==> src/rtl/css_mcu0_dmi_arb_pkg.sv <==
// Shared types for the MCU0 DMI arbiter: FSM states, requester indices and latched command payload.
package css_mcu0_dmi_arb_pkg;

  localparam int unsigned DMI_AWIDTH = 7;
  localparam int unsigned DMI_DWIDTH = 32;

  localparam logic REQ_JTAG = 1'b0;
  localparam logic REQ_SW   = 1'b1;

  typedef enum logic [1:0] {
    IDLE = 2'd0,
    CMD  = 2'd1,
    CAPT = 2'd2,
    RSP  = 2'd3
  } dmi_arb_state_e;

  typedef struct packed {
    logic                  write;
    logic [DMI_AWIDTH-1:0] addr;
    logic [DMI_DWIDTH-1:0] wdata;
  } dmi_cmd_t;

  function automatic logic [1:0] idx_onehot(input logic idx);
    return idx ? 2'b10 : 2'b01;
  endfunction

endpackage

==> src/rtl/css_mcu0_dmi_rr_arb.sv <==
// Two-way round-robin grant with pointer update on response; optional owner lock
// under CSS_MCU0_DMI_ARB_LOCK_EN.
module css_mcu0_dmi_rr_arb
  import css_mcu0_dmi_arb_pkg::*;
(
  input  logic       clk,
  input  logic       rst,
  input  logic [1:0] i_valid,
`ifdef CSS_MCU0_DMI_ARB_LOCK_EN
  input  logic [1:0] i_lock,
  input  logic       i_idle,
`endif
  input  logic       i_update,
  input  logic       i_owner,
  output logic       o_gnt_valid_c,
  output logic       o_gnt_idx_c
);

  // Requester that wins a tie; the one not most recently served.
  logic r_ptr;

`ifdef CSS_MCU0_DMI_ARB_LOCK_EN
  logic r_lock;
  logic r_lock_idx;
  logic w_lock_on;

  assign w_lock_on = r_lock & i_lock[r_lock_idx];
`endif

  always_comb begin
    o_gnt_valid_c = |i_valid;
    o_gnt_idx_c   = REQ_JTAG;
    if (&i_valid) begin
      o_gnt_idx_c = r_ptr;
    end else begin
      o_gnt_idx_c = i_valid[REQ_JTAG] ? REQ_JTAG : REQ_SW;
    end
`ifdef CSS_MCU0_DMI_ARB_LOCK_EN
    // A held lock restricts the grant to the lock owner only.
    if (w_lock_on) begin
      o_gnt_valid_c = i_valid[r_lock_idx];
      o_gnt_idx_c   = r_lock_idx;
    end
`endif
  end

  always_ff @(posedge clk) begin
    if (rst) begin
      r_ptr <= REQ_JTAG;
    end else if (i_update) begin
      r_ptr <= ~i_owner;
    end
  end

`ifdef CSS_MCU0_DMI_ARB_LOCK_EN
  always_ff @(posedge clk) begin
    if (rst) begin
      r_lock     <= 1'b0;
      r_lock_idx <= REQ_JTAG;
    end else if (i_update) begin
      r_lock     <= i_lock[i_owner];
      r_lock_idx <= i_owner;
    end else if (i_idle && r_lock && !i_lock[r_lock_idx]) begin
      r_lock <= 1'b0;
    end
  end
`endif

endmodule

==> src/rtl/css_mcu0_dmi_arbiter.sv <==
// Shares the MCU0 DM register port between the JTAG DMI path and the SW debug requester.
// Optional owner lock (req_lock) is built when CSS_MCU0_DMI_ARB_LOCK_EN is defined.
module css_mcu0_dmi_arbiter
  import css_mcu0_dmi_arb_pkg::*;
#(
  parameter int unsigned AWIDTH  = DMI_AWIDTH,
  parameter int unsigned NUM_REQ = 2
) (
  input  logic                      clk,
  input  logic                      rst,
  input  logic [NUM_REQ-1:0]        req_valid,
  output logic [NUM_REQ-1:0]        req_ready,
  input  logic [NUM_REQ-1:0]        req_write,
  input  logic [NUM_REQ*AWIDTH-1:0] req_addr,
  input  logic [NUM_REQ*32-1:0]     req_wdata,
  output logic [NUM_REQ-1:0]        rsp_valid,
  output logic [31:0]               rsp_rdata,
  output logic                      dmi_reg_en,
  output logic                      dmi_reg_wr_en,
  output logic [AWIDTH-1:0]         dmi_reg_addr,
  output logic [31:0]               dmi_reg_wdata,
  input  logic [31:0]               dmi_reg_rdata,
`ifdef CSS_MCU0_DMI_ARB_LOCK_EN
  input  logic [NUM_REQ-1:0]        req_lock,
`endif
  output logic                      busy,
  output logic                      last_grant
);

  dmi_arb_state_e r_state;
  dmi_arb_state_e w_state_nxt;
  dmi_cmd_t       r_cmd;
  dmi_cmd_t       w_cmd;
  logic           r_owner;
  logic [31:0]    r_rsp_rdata;
  logic           r_last_grant;
  logic           w_gnt_valid;
  logic           w_gnt_idx;
  logic           w_hs;
  logic           w_rsp;

  assign w_rsp = (r_state == RSP);

`ifdef CSS_MCU0_DMI_ARB_LOCK_EN
  logic w_idle;
  assign w_idle = (r_state == IDLE);
`endif

  css_mcu0_dmi_rr_arb u_rr_arb (
    .clk           (clk),
    .rst           (rst),
    .i_valid       (req_valid),
`ifdef CSS_MCU0_DMI_ARB_LOCK_EN
    .i_lock        (req_lock),
    .i_idle        (w_idle),
`endif
    .i_update      (w_rsp),
    .i_owner       (r_owner),
    .o_gnt_valid_c (w_gnt_valid),
    .o_gnt_idx_c   (w_gnt_idx)
  );

  always_ff @(posedge clk) begin
    if (rst) begin
      r_state <= IDLE;
    end else begin
      r_state <= w_state_nxt;
    end
  end

  // Next state, accept strobe and the command selected for latching.
  always_comb begin
    w_state_nxt = r_state;
    req_ready   = '0;
    w_hs        = 1'b0;
    w_cmd.write = w_gnt_idx ? req_write[1] : req_write[0];
    w_cmd.addr  = DMI_AWIDTH'(w_gnt_idx ? req_addr[2*AWIDTH-1:AWIDTH] : req_addr[AWIDTH-1:0]);
    w_cmd.wdata = w_gnt_idx ? req_wdata[63:32] : req_wdata[31:0];
    case (r_state)
      IDLE: begin
        if (w_gnt_valid && !rst) begin
          req_ready[w_gnt_idx] = 1'b1;
          w_hs                 = 1'b1;
          w_state_nxt          = CMD;
        end
      end
      CMD:     w_state_nxt = CAPT;
      CAPT:    w_state_nxt = RSP;
      RSP:     w_state_nxt = IDLE;
      default: w_state_nxt = IDLE;
    endcase
  end

  always_ff @(posedge clk) begin
    if (rst) begin
      r_cmd        <= '0;
      r_owner      <= REQ_JTAG;
      r_rsp_rdata  <= '0;
      r_last_grant <= REQ_JTAG;
    end else begin
      if (w_hs) begin
        r_cmd   <= w_cmd;
        r_owner <= w_gnt_idx;
      end
      // DM read data is valid the cycle after the strobe, i.e. in CAPT.
      if (r_state == CAPT) begin
        r_rsp_rdata <= r_cmd.write ? 32'h0 : dmi_reg_rdata;
      end
      if (w_rsp) begin
        r_last_grant <= r_owner;
      end
    end
  end

  assign dmi_reg_en    = (r_state == CMD);
  assign dmi_reg_wr_en = dmi_reg_en & r_cmd.write;
  assign dmi_reg_addr  = AWIDTH'(r_cmd.addr);
  assign dmi_reg_wdata = r_cmd.wdata;
  assign rsp_valid     = w_rsp ? NUM_REQ'(idx_onehot(r_owner)) : '0;
  assign rsp_rdata     = r_rsp_rdata;
  assign busy          = (r_state != IDLE);
  assign last_grant    = r_last_grant;

endmodule

==> config.mk <==
export PLATFORM = sky130hd
export DESIGN_NAME = css_mcu0_dmi_arbiter
export DESIGN_NICKNAME = d
export VERILOG_FILES = /design/src/rtl/css_mcu0_dmi_arb_pkg.sv /design/src/rtl/css_mcu0_dmi_rr_arb.sv /design/src/rtl/css_mcu0_dmi_arbiter.sv
export SDC_FILE = /design/constraint.sdc
export NUM_CORES = 1
export LEC_CHECK = 0
export CAP_MARGIN = 20
export CORE_MARGIN = 5
export CORE_UTILIZATION = 43
export DETAILED_ROUTE_END_ITERATION = 6
export PLACE_DENSITY = 0.86
export SYNTH_ARGS = -nofsm -noshare
export SYNTH_HDL_FRONTEND = slang
export SYNTH_SLANG_ARGS = --single-unit
export TNS_END_PERCENT = 10
==> constraint.sdc <==
create_clock -name clk -period 4.7 [get_ports clk]
set_clock_uncertainty 0.05 [all_clocks]
set_input_delay 1.175 -clock clk [delete_from_list [all_inputs] [get_ports clk]]
set_output_delay 1.175 -clock clk [all_outputs]
set_load 0.1 [all_outputs]
==> Word-level counts from Yosys, hierarchy flattened <==
Index checks and enable logic that the tools add are counted.
{ "classes": {"n_lt_le_gt_ge": 2, "n_eq_ne": 4, "mux": 16, "bitwise_logic": 2, "reduce_logical": 7} }
{ "ops": {"columns": ["operator", "count"], "rows": [
  ["$mux W32", 2],
  ["$mux W2", 5],
  ["$pmux W2 S4", 1],
  ["$mux W7", 1],
  ["$mux W1", 6],
  ["$eq A2 B2 Y1 const B", 2],
  ["$eq A2 B1 Y1 const B", 1],
  ["$logic_and A1 B1 Y1", 2],
  ["$logic_not A2 Y1", 1],
  ["$lt A1 B2 Y1 const B", 1],
  ["$ne A2 B2 Y1 const B", 1],
  ["$reduce_and A2 Y1", 1],
  ["$reduce_bool A2 Y1", 1],
  ["$reduce_or A2 Y1", 1],
  ["$and A1 B1 Y1", 1],
  ["$demux W1 S1", 1],
  ["$ge A1 B1 Y1 const B", 1],
  ["$logic_not A1 Y1", 1],
  ["$not A1 Y1", 1]
]} }
{ "totals": {"register_bits": 77, "inputBits": 116, "word_cells": 39} }

==> Longest topological paths before layout <==
Gate-level depths: netlist (run 1).
{ "logic_depth": {"depth_word": 8, "ltp_mapped": 8, "mapped_depth_nobuf": 5} }

==> By module <==
Synthesis (run 1) repeated with hierarchy kept, for this count alone.
{ "unflattened": {"hier_cells": 396, "hier_area_um2": 3823.7} }
{ "by_module_without_submodules": {"columns": ["module", "instances", "cells_per_inst", "area_each_um2", "seq_area_each_um2"], "rows": [
  ["css_mcu0_dmi_arbiter", 1, 390, 3778.6, 1521.5],
  ["css_mcu0_dmi_rr_arb", 1, 6, 45.0, 20.0]
]} }

==> Worst setup path after synthesis (run 1) <==
No wires, ideal clock.
{ "synth_timing": {"kind": "input port to output port", "from": "input port rst", "to": "output port req_ready[0]", "arrival_time_ns": 3.044, "required_time_ns": 3.475, "setup_slack_ns": 0.431, "cell_stages": 6, "n_path_buf": 3, "path_cell_list": "buf_2 > nor2b_1 > buf_2 > buf_2 > nand2_1 > nor2_1"} }
{ "synth_via": {"elab_chain_len": 4} }
{ "synth_rtl": {"columns": ["item", "line", "rtl"], "rows": [
  ["start, declared", "css_mcu0_dmi_arbiter.sv:10", "input logic rst,"],
  ["$logic_not A1 Y1", "css_mcu0_dmi_arbiter.sv:81", "if (w_gnt_valid && !rst) begin"],
  ["$logic_and A1 B1 Y1", "css_mcu0_dmi_arbiter.sv:81", null],
  ["$mux W2", "css_mcu0_dmi_arbiter.sv:81", null],
  ["$mux W2", "css_mcu0_dmi_arbiter.sv:79", "case (r_state)"],
  ["end, declared", "css_mcu0_dmi_arbiter.sv:12", "output logic [NUM_REQ-1:0] req_ready,"]
]} }
No other way between the ends.

==> Worst setup path in the final report (run 1) <==
{ "layout_timing": {"from": "input port req_valid[1]", "to": "output port req_ready[1]"} }
{ "layout_via": {"elab_chain_len": 8, "word_cells_on_any_way": 11, "cone_classes": "2 x order compare; 5 x mux; 4 x reduce/logical"} }
{ "layout_rtl": {"columns": ["item", "line", "rtl"], "rows": [
  ["start, declared", "css_mcu0_dmi_arbiter.sv:11", "input logic [NUM_REQ-1:0] req_valid,"],
  ["$reduce_and A2 Y1", "css_mcu0_dmi_rr_arb.sv:33", "if (&i_valid) begin"],
  ["$mux W1", "css_mcu0_dmi_rr_arb.sv:33", null],
  ["$lt A1 B2 Y1 (implied by the code) or $ge A1 B1 Y1 (tied branches)", "css_mcu0_dmi_arbiter.sv:82", "req_ready[w_gnt_idx] = 1'b1;"],
  ["$logic_and A1 B1 Y1 (implied by the code)", "css_mcu0_dmi_arbiter.sv:82", null],
  ["$mux W1 (implied by the code)", "css_mcu0_dmi_arbiter.sv:82", null],
  ["$demux W1 S1", "css_mcu0_dmi_arbiter.sv:82", null],
  ["$mux W2 (*)", "css_mcu0_dmi_arbiter.sv:81", null],
  ["$mux W2 (*)", "css_mcu0_dmi_arbiter.sv:79", null]
]} }
Mark *: on every way between the ends. The rest lies on a longest branch, timed or not.

==> results.py, run 1 <==
metrics = {
    "cells_and_area": {
        "fill_cells": 692,
        "syn_to_final_growth_pct": 50.0,
        "num_antenna_cells": 0,
        "layout-drive-gt1-share_pct": 12.1,
        "nNetsFinal": 701,
    },
    "clock_tree": {
        "cts-root-buf": "clkbuf_8",
        "post-cts-setup-buffer-count": 0,
        "cts.repair.resized": 0,
        "cts.path.max_buffers": 2,
        "numCtsBuffers": 9,
        "postCtsHoldBufs": 0,
        "cts.clk_slew.worst_paths_ns": 0.09,
        "insertion_delay_ns": 0.34,
        "cts_tree": "yes",
        "cts-htree-levels": 3,
        "numClockSinks": 77,
    },
    "power_and_ir_drop": {
        "peakVddDrop_mv": 0.278,
        "clockPowerShare_pct": 15.7,
        "swShare_pct": 52.1,
        "p_switching_w": 0.00185,
        "p_comb_share_pct": 59.5,
        "finalPower_w": 0.00356,
        "power_frac_seq_pct": 24.8,
        "p_int_w": 0.00171,
        "p_leak_nw": 2.13,
        "power-per-cell-area_nw_per_um2": 619,
    },
    "worst_setup_path": {
        "r2r_cells": 7,
        "crit_chain": "clkdlybuf4s50_1 > or2_1 > nand2_1 > nor2_1 > buf_12",
        "startpoint_type": "input port",
        "cp_slowest_cell": "clkdlybuf4s50_1",
        "path_depth": 5,
        "cp.arrival_ns": 2.34,
        "crit_path_end_kind": "primary output",
        "cp_max_fo": 4,
        "worstSetupPathType": "in2out",
        "crit_path_max_incr_delay_ns": 0.56,
        "cp_num_buf_inv": 2,
        "crit_family": "buffers and inverters",
        "required_ns": 3.47,
    },
    "sta": {
        "hold_viol_final": 0,
        "drv_slew": 0,
        "worst_slew_pin_slew_ns": 1.04,
        "setup_violations": 0,
        "fin_crit_ns": 3.56,
        "finalCritPeriodShare_pct": 75.8,
        "rsz0062_at_grt": "false",
        "fmax_mhz": 281,
        "max_slew_margin_pct": 30.4,
        "setup_tns_ns": 0,
    },
    "floorplanning": {
        "dieArea_um2": 10900,
        "rows": 34,
        "die_x_um": 104,
        "core_region_area_um2": 8720,
        "pin_count": 195,
        "die_h_um": 104,
        "start_util_pct": 44.0,
    },
    "routing": {
        "dr.pass1.iters": 4,
        "ant_nets": 0,
        "route.detailed.drc": 0,
        "routed-via-count": 3549,
        "wl_met3_um": 979,
        "met2_length_mm": 5.15,
        "wl_mm": 10.8,
        "viasPerCell": 5.12,
        "dr.first_iter.drc_count": 137,
        "met1_length_mm": 4.44,
        "top_layer_used": "met4",
        "wire_per_inst_um": 15.6,
    },
    "outcome": {
        "outcome": "complete, no violations",
    },
    "synthesis": {
        "synth-seq-cells": 77,
        "async_flop_share_pct": 0,
        "ys_seq_area_share_pct": 40.2,
        "syn_nets": 565,
        "yosys-top-cells-area": "dfxtp_1 40%, a311oi_2 16%, a21oi_1 9.7%",
        "yosysMostFrequentCell": "nand2_1",
        "synthCells": 444,
        "netlist_area_um2": 3830,
        "synth_edf_count": 0,
        "yosys_warnings": 0,
        "netlist_top_cells_count": "81 x nand2_1, 77 x dfxtp_1, 74 x a21oi_1",
        "avgSynthCellArea_um2": 8.63,
        "synthFlopType": "dfxtp_1",
        "yosys.area.top_type": "dfxtp_1",
        "ys_types": 20,
        "yosysTopAreaCellShare_pct": 40.2,
    },
    "global_route": {
        "grt_max_degree": 78,
        "antenna_found_initial": 0,
        "grt_pass1_vias": 3633,
        "grt_pass1_wl_mm": 17.6,
        "grt_usage_pct": 19.1,
        "grt-ovfl-total": 0,
    },
    "placed_design": {
        "portBuffers": 194,
        "place_hpwl_mm": 7.97,
        "gp_congestion": 0.803,
    },
    "hold_path": {
        "holdPathStages": 2,
        "hold_class": "reg2reg",
    },
    "flow_run": {
        "cap_violations": 0,
    },
}
-- registers in the layout, indices dropped and copies added, names as in the netlist --
signal	count
dmi_reg_addr	7
dmi_reg_wdata	32
last_grant	1
r_cmd	1
r_owner	1
r_state	2
rsp_rdata	32
u_rr_arb.r_ptr	1
-- worst paths after layout --
kind | start | endpoint | slack [ns]
hold reg to reg | last_grant$_SDFFE_PP0N_ | last_grant$_SDFFE_PP0N_ | 0.46
setup / recovery | req_valid[1] | req_ready[1] | 1.14
hold / removal | last_grant$_SDFFE_PP0N_ | last_grant$_SDFFE_PP0N_ | 0.46
setup reg to reg | r_state[0]$_SDFFE_PP0P_ | dmi_reg_wdata[10]$_SDFFE_PP0P_ | 2.19
-- layout by cell type, fill, tap and decap left out, types with 2 or more instances in the layout --
master,netlist,routed
nor2b_1,34,32
and2_1,3,2
dfxtp_1,77,77
a211oi_1,2,2
buf_12,0,2
a21oi_1,74,74
ha_1,5,5
inv_1,4,4
clkbuf_8,0,11
nor2_1,40,40
nand2_1,81,81
bufinv_16,0,2
a311oi_2,40,40
buf_4,39,9
clkdlybuf4s50_1,0,191
nor2b_2,0,2
clkbuf_1,22,2
-- worst register-to-register path: stages (launching register included) --
cell      delay, ns
dfxtp_1        0.35
inv_1          0.12
ha_1           0.22
nor2b_2        0.18
buf_4          0.40
and2_2         0.55
buf_4          0.34
a311oi_2       0.14
-- cells by family (layout without fill, tap and decap cells) --
logic type / count (synthesis) / count (layout) / share of synthesized area [%]
buf+inv: 82 / 223 / 13.2
compound gates: 118 / 118 / 26.3
simple gates: 161 / 161 / 18.4
fa+ha+maj: 5 / 5 / 1.63
flops: 77 / 77 / 40.2
mux: 1 / 1 / 0.261
-- layer usage --
layer	GRT usage (%)	vias to the layer above
met5	0	-
met4	6.57	0
met3	7.51	23
met2	32.1	169
met1	21.9	1618
li1	-	1739
-- area by class of cell --
type	count	area, um^2	share of cell area, %
clock buffer	13	159	2.76
clock inverter	3	67.6	1.17
inverter	4	15.0	0.261
multi-input combinational	285	1800	31.3
sequential	77	1540	26.8
tap	108	135	2.35
timing repair buffer	203	2030	35.4
-- power groups by stage --
stage                     combinational [W]  clock (W)  sequential [W]
after global placement              0.00209          0        0.000893
after floorplan                     0.00139          0         0.00125
after CTS                           0.00212   0.000575        0.000883
after global routing                0.00221   0.000605        0.000902
after detailed placement            0.00212          0        0.000896
final                               0.00212   0.000561        0.000883
-- stage by stage --
| stage | util, % | instance area [um^2] | worst slack [ns] | hold WS (ns) | instances |
|---|---|---|---|---|---|
| 2_1_floorplan | - | 3830 | 0.431 | 0.443 | 444 |
| 3_3_place_gp | 63.2 | 5510 | 1.15 | 0.423 | 676 |
| 3_5_place_dp | 63.2 | 5510 | 1.13 | 0.442 | 676 |
| 4_1_cts | 65.8 | 5740 | 1.13 | 0.465 | 692 |
| 5_1_grt | 66.0 | 5750 | 1.07 | 0.525 | 693 |
| 6_report | 66.0 | 5750 | 1.14 | 0.459 | 693 |
(Power assumes the default switching activity.)
==> inputs of run 2 (changes only) <==
--- a/config.mk
+++ b/config.mk
@@ -7,9 +7,9 @@
 export LEC_CHECK = 0
 export CAP_MARGIN = 20
 export CORE_MARGIN = 5
-export CORE_UTILIZATION = 43
+export CORE_UTILIZATION = 36
 export DETAILED_ROUTE_END_ITERATION = 6
-export PLACE_DENSITY = 0.86
+export PLACE_DENSITY = 0.76
 export SYNTH_ARGS = -nofsm -noshare
 export SYNTH_HDL_FRONTEND = slang
 export SYNTH_SLANG_ARGS = --single-unit
==> constraint.sdc (replaced) <==
create_clock -name clk -period 2.9 [get_ports clk]
set_clock_uncertainty 0.05 [all_clocks]
set_input_delay 0.725 -clock clk [delete_from_list [all_inputs] [get_ports clk]]
set_output_delay 0.725 -clock clk [all_outputs]
set_load 0.1 [all_outputs]
==> run 2 against run 1 <==
Effect of this change: final cell count up 4.2%; critical path depth unchanged; power up 58%; die area up 18%; critical path type unchanged.
==> results.py, run 2 (synthesis gave the netlist of run 1 again) <==
metrics = {
    "global_route": {
        "grt_max_degree": 78,
        "grt-ovfl-total": 0,
        "grt_pass1_wl_mm": 18.2,
        "antenna_found_initial": 0,
        "grt_pass1_vias": 3646,
        "grt_usage_pct": 17.4,
    },
    "worst_setup_path": {
        "crit_path_end_kind": "primary output",
        "crit_path_max_incr_delay_ns": 0.56,
        "crit_family": "buffers and inverters",
        "cp_slowest_cell": "clkdlybuf4s50_1",
        "worstSetupPathType": "in2out",
        "cp.arrival_ns": 1.87,
        "crit_chain": "clkdlybuf4s50_1 > or2_1 > nand2_1 > nor2_2 > buf_12",
        "cp_num_buf_inv": 2,
        "required_ns": 2.12,
        "startpoint_type": "input port",
        "cp_max_fo": 4,
    },
    "clock_tree": {
        "cts.clk_slew.worst_paths_ns": 0.09,
        "cts-root-buf": "clkbuf_8",
        "post-cts-setup-buffer-count": 0,
        "numCtsBuffers": 9,
        "numClockSinks": 77,
        "cts.path.max_buffers": 2,
        "cts.repair.resized": 0,
        "insertion_delay_ns": 0.33,
        "postCtsHoldBufs": 0,
        "cts-htree-levels": 3,
        "cts_tree": "yes",
    },
    "routing": {
        "met2_length_mm": 5.27,
        "met1_length_mm": 4.72,
        "ant_nets": 0,
        "top_layer_used": "met4",
        "dr.pass1.iters": 4,
        "wire_per_inst_um": 15.6,
        "route.detailed.drc": 0,
        "routed-via-count": 3543,
        "wl_mm": 11.3,
        "dr.first_iter.drc_count": 216,
        "viasPerCell": 4.91,
        "wl_met3_mm": 1.08,
    },
    "cells_and_area": {
        "layout-drive-gt1-share_pct": 26.1,
        "final_area_um2": 5600,
        "num_antenna_cells": 0,
        "mostFrequentLayoutCell": "clkdlybuf4s50_1",
        "nNetsFinal": 702,
        "layout_common_cells": "114 x clkdlybuf4s50_1, 86 x buf_4, 81 x nand2_1",
        "syn_to_final_growth_pct": 46.0,
    },
    "sta": {
        "setup_slack_ns": 0.260,
        "fin_worst_hold_slack_ns": 0.454,
        "fmax_mhz": 379,
        "finalCritPeriodShare_pct": 91.0,
        "rsz0062_at_grt": "false",
        "hold_viol_final": 0,
        "setup_tns_ns": 0,
        "setup_violations": 0,
        "worst_slew_pin_slew_ns": 1.02,
        "fin_crit_ns": 2.64,
        "max_slew_margin_pct": 31.7,
        "drv_slew": 0,
    },
    "power_and_ir_drop": {
        "p_leak_nw": 2.27,
        "power-per-cell-area_nw_per_um2": 1010,
        "peakVddDrop_mv": 0.465,
        "finalPower_w": 0.00563,
    },
    "placed_design": {
        "gp_congestion": 0.802,
        "place_hpwl_mm": 8.29,
        "placed_area_um2": 5400,
        "pre_cts_ws_ns": 0.255,
        "portBuffers": 194,
    },
    "floorplanning": {
        "die_h_um": 113,
        "start_util_pct": 37.0,
        "rows": 37,
        "die_x_um": 113,
        "dieArea_um2": 12800,
        "pin_count": 195,
        "core_region_area_um2": 10400,
    },
    "flow_run": {
        "cap_violations": 0,
    },
    "hold_path": {
        "hold_class": "reg2reg",
    },
    "outcome": {
        "outcome": "complete, no violations",
    },
}
==> run 2: path summary, 6_finish.rpt <==
path	from	to	slack, ns	depth (start not counted)
max	req_valid[1]	req_ready[0]	0.26	5
min	last_grant$_SDFFE_PP0N_	last_grant$_SDFFE_PP0N_	0.45	2
max reg2reg	r_state[0]$_SDFFE_PP0P_	dmi_reg_wdata[24]$_SDFFE_PP0P_	0.76	7
min reg2reg	last_grant$_SDFFE_PP0N_	last_grant$_SDFFE_PP0N_	0.45	2
==> run 2: through the flow <==
step	util (%)	std cells
floorplan	-	444
global placement	51.9	705
detailed placement	52.1	706
CTS	54.0	722
global route	54.0	722
finish	54.0	722
==> run 2: area by class of cell <==
type                       instances  area, um^2
sequential                        77        1540
tap                              136         170
clock inverter                     7        76.3
fill                             948        4770
inverter                           4        15.0
clock buffer                       9         124
multi-input combinational        285        1810
timing repair buffer             204        1860
==> run 2: worst reg2reg max path, stage by stage, from the launching register on <==
cell      delay, ns
dfxtp_1        0.35
inv_1          0.11
ha_1           0.23
nor2b_4        0.19
buf_4          0.39
and2_2         0.28
buf_12         0.23
a311oi_2       0.15
==> run 2: report_power, final <==
| group | leakage (nW) | internal [W] | switching (W) |
|---|---|---|---|
| Combinational | 1.55 | 0.000872 | 0.00251 |
| Clock | 0.0954 | 0.000400 | 0.000414 |
| Sequential | 0.630 | 0.00130 | 0.000141 |
==> run 2: per-layer routing <==
layer / GRT usage (%) / vias to the layer above
met4: 5.13 / 0
met3: 6.63 / 17
met5: 0 / -
li1: - / 1741
met2: 28.6 / 172
met1: 21.0 / 1613
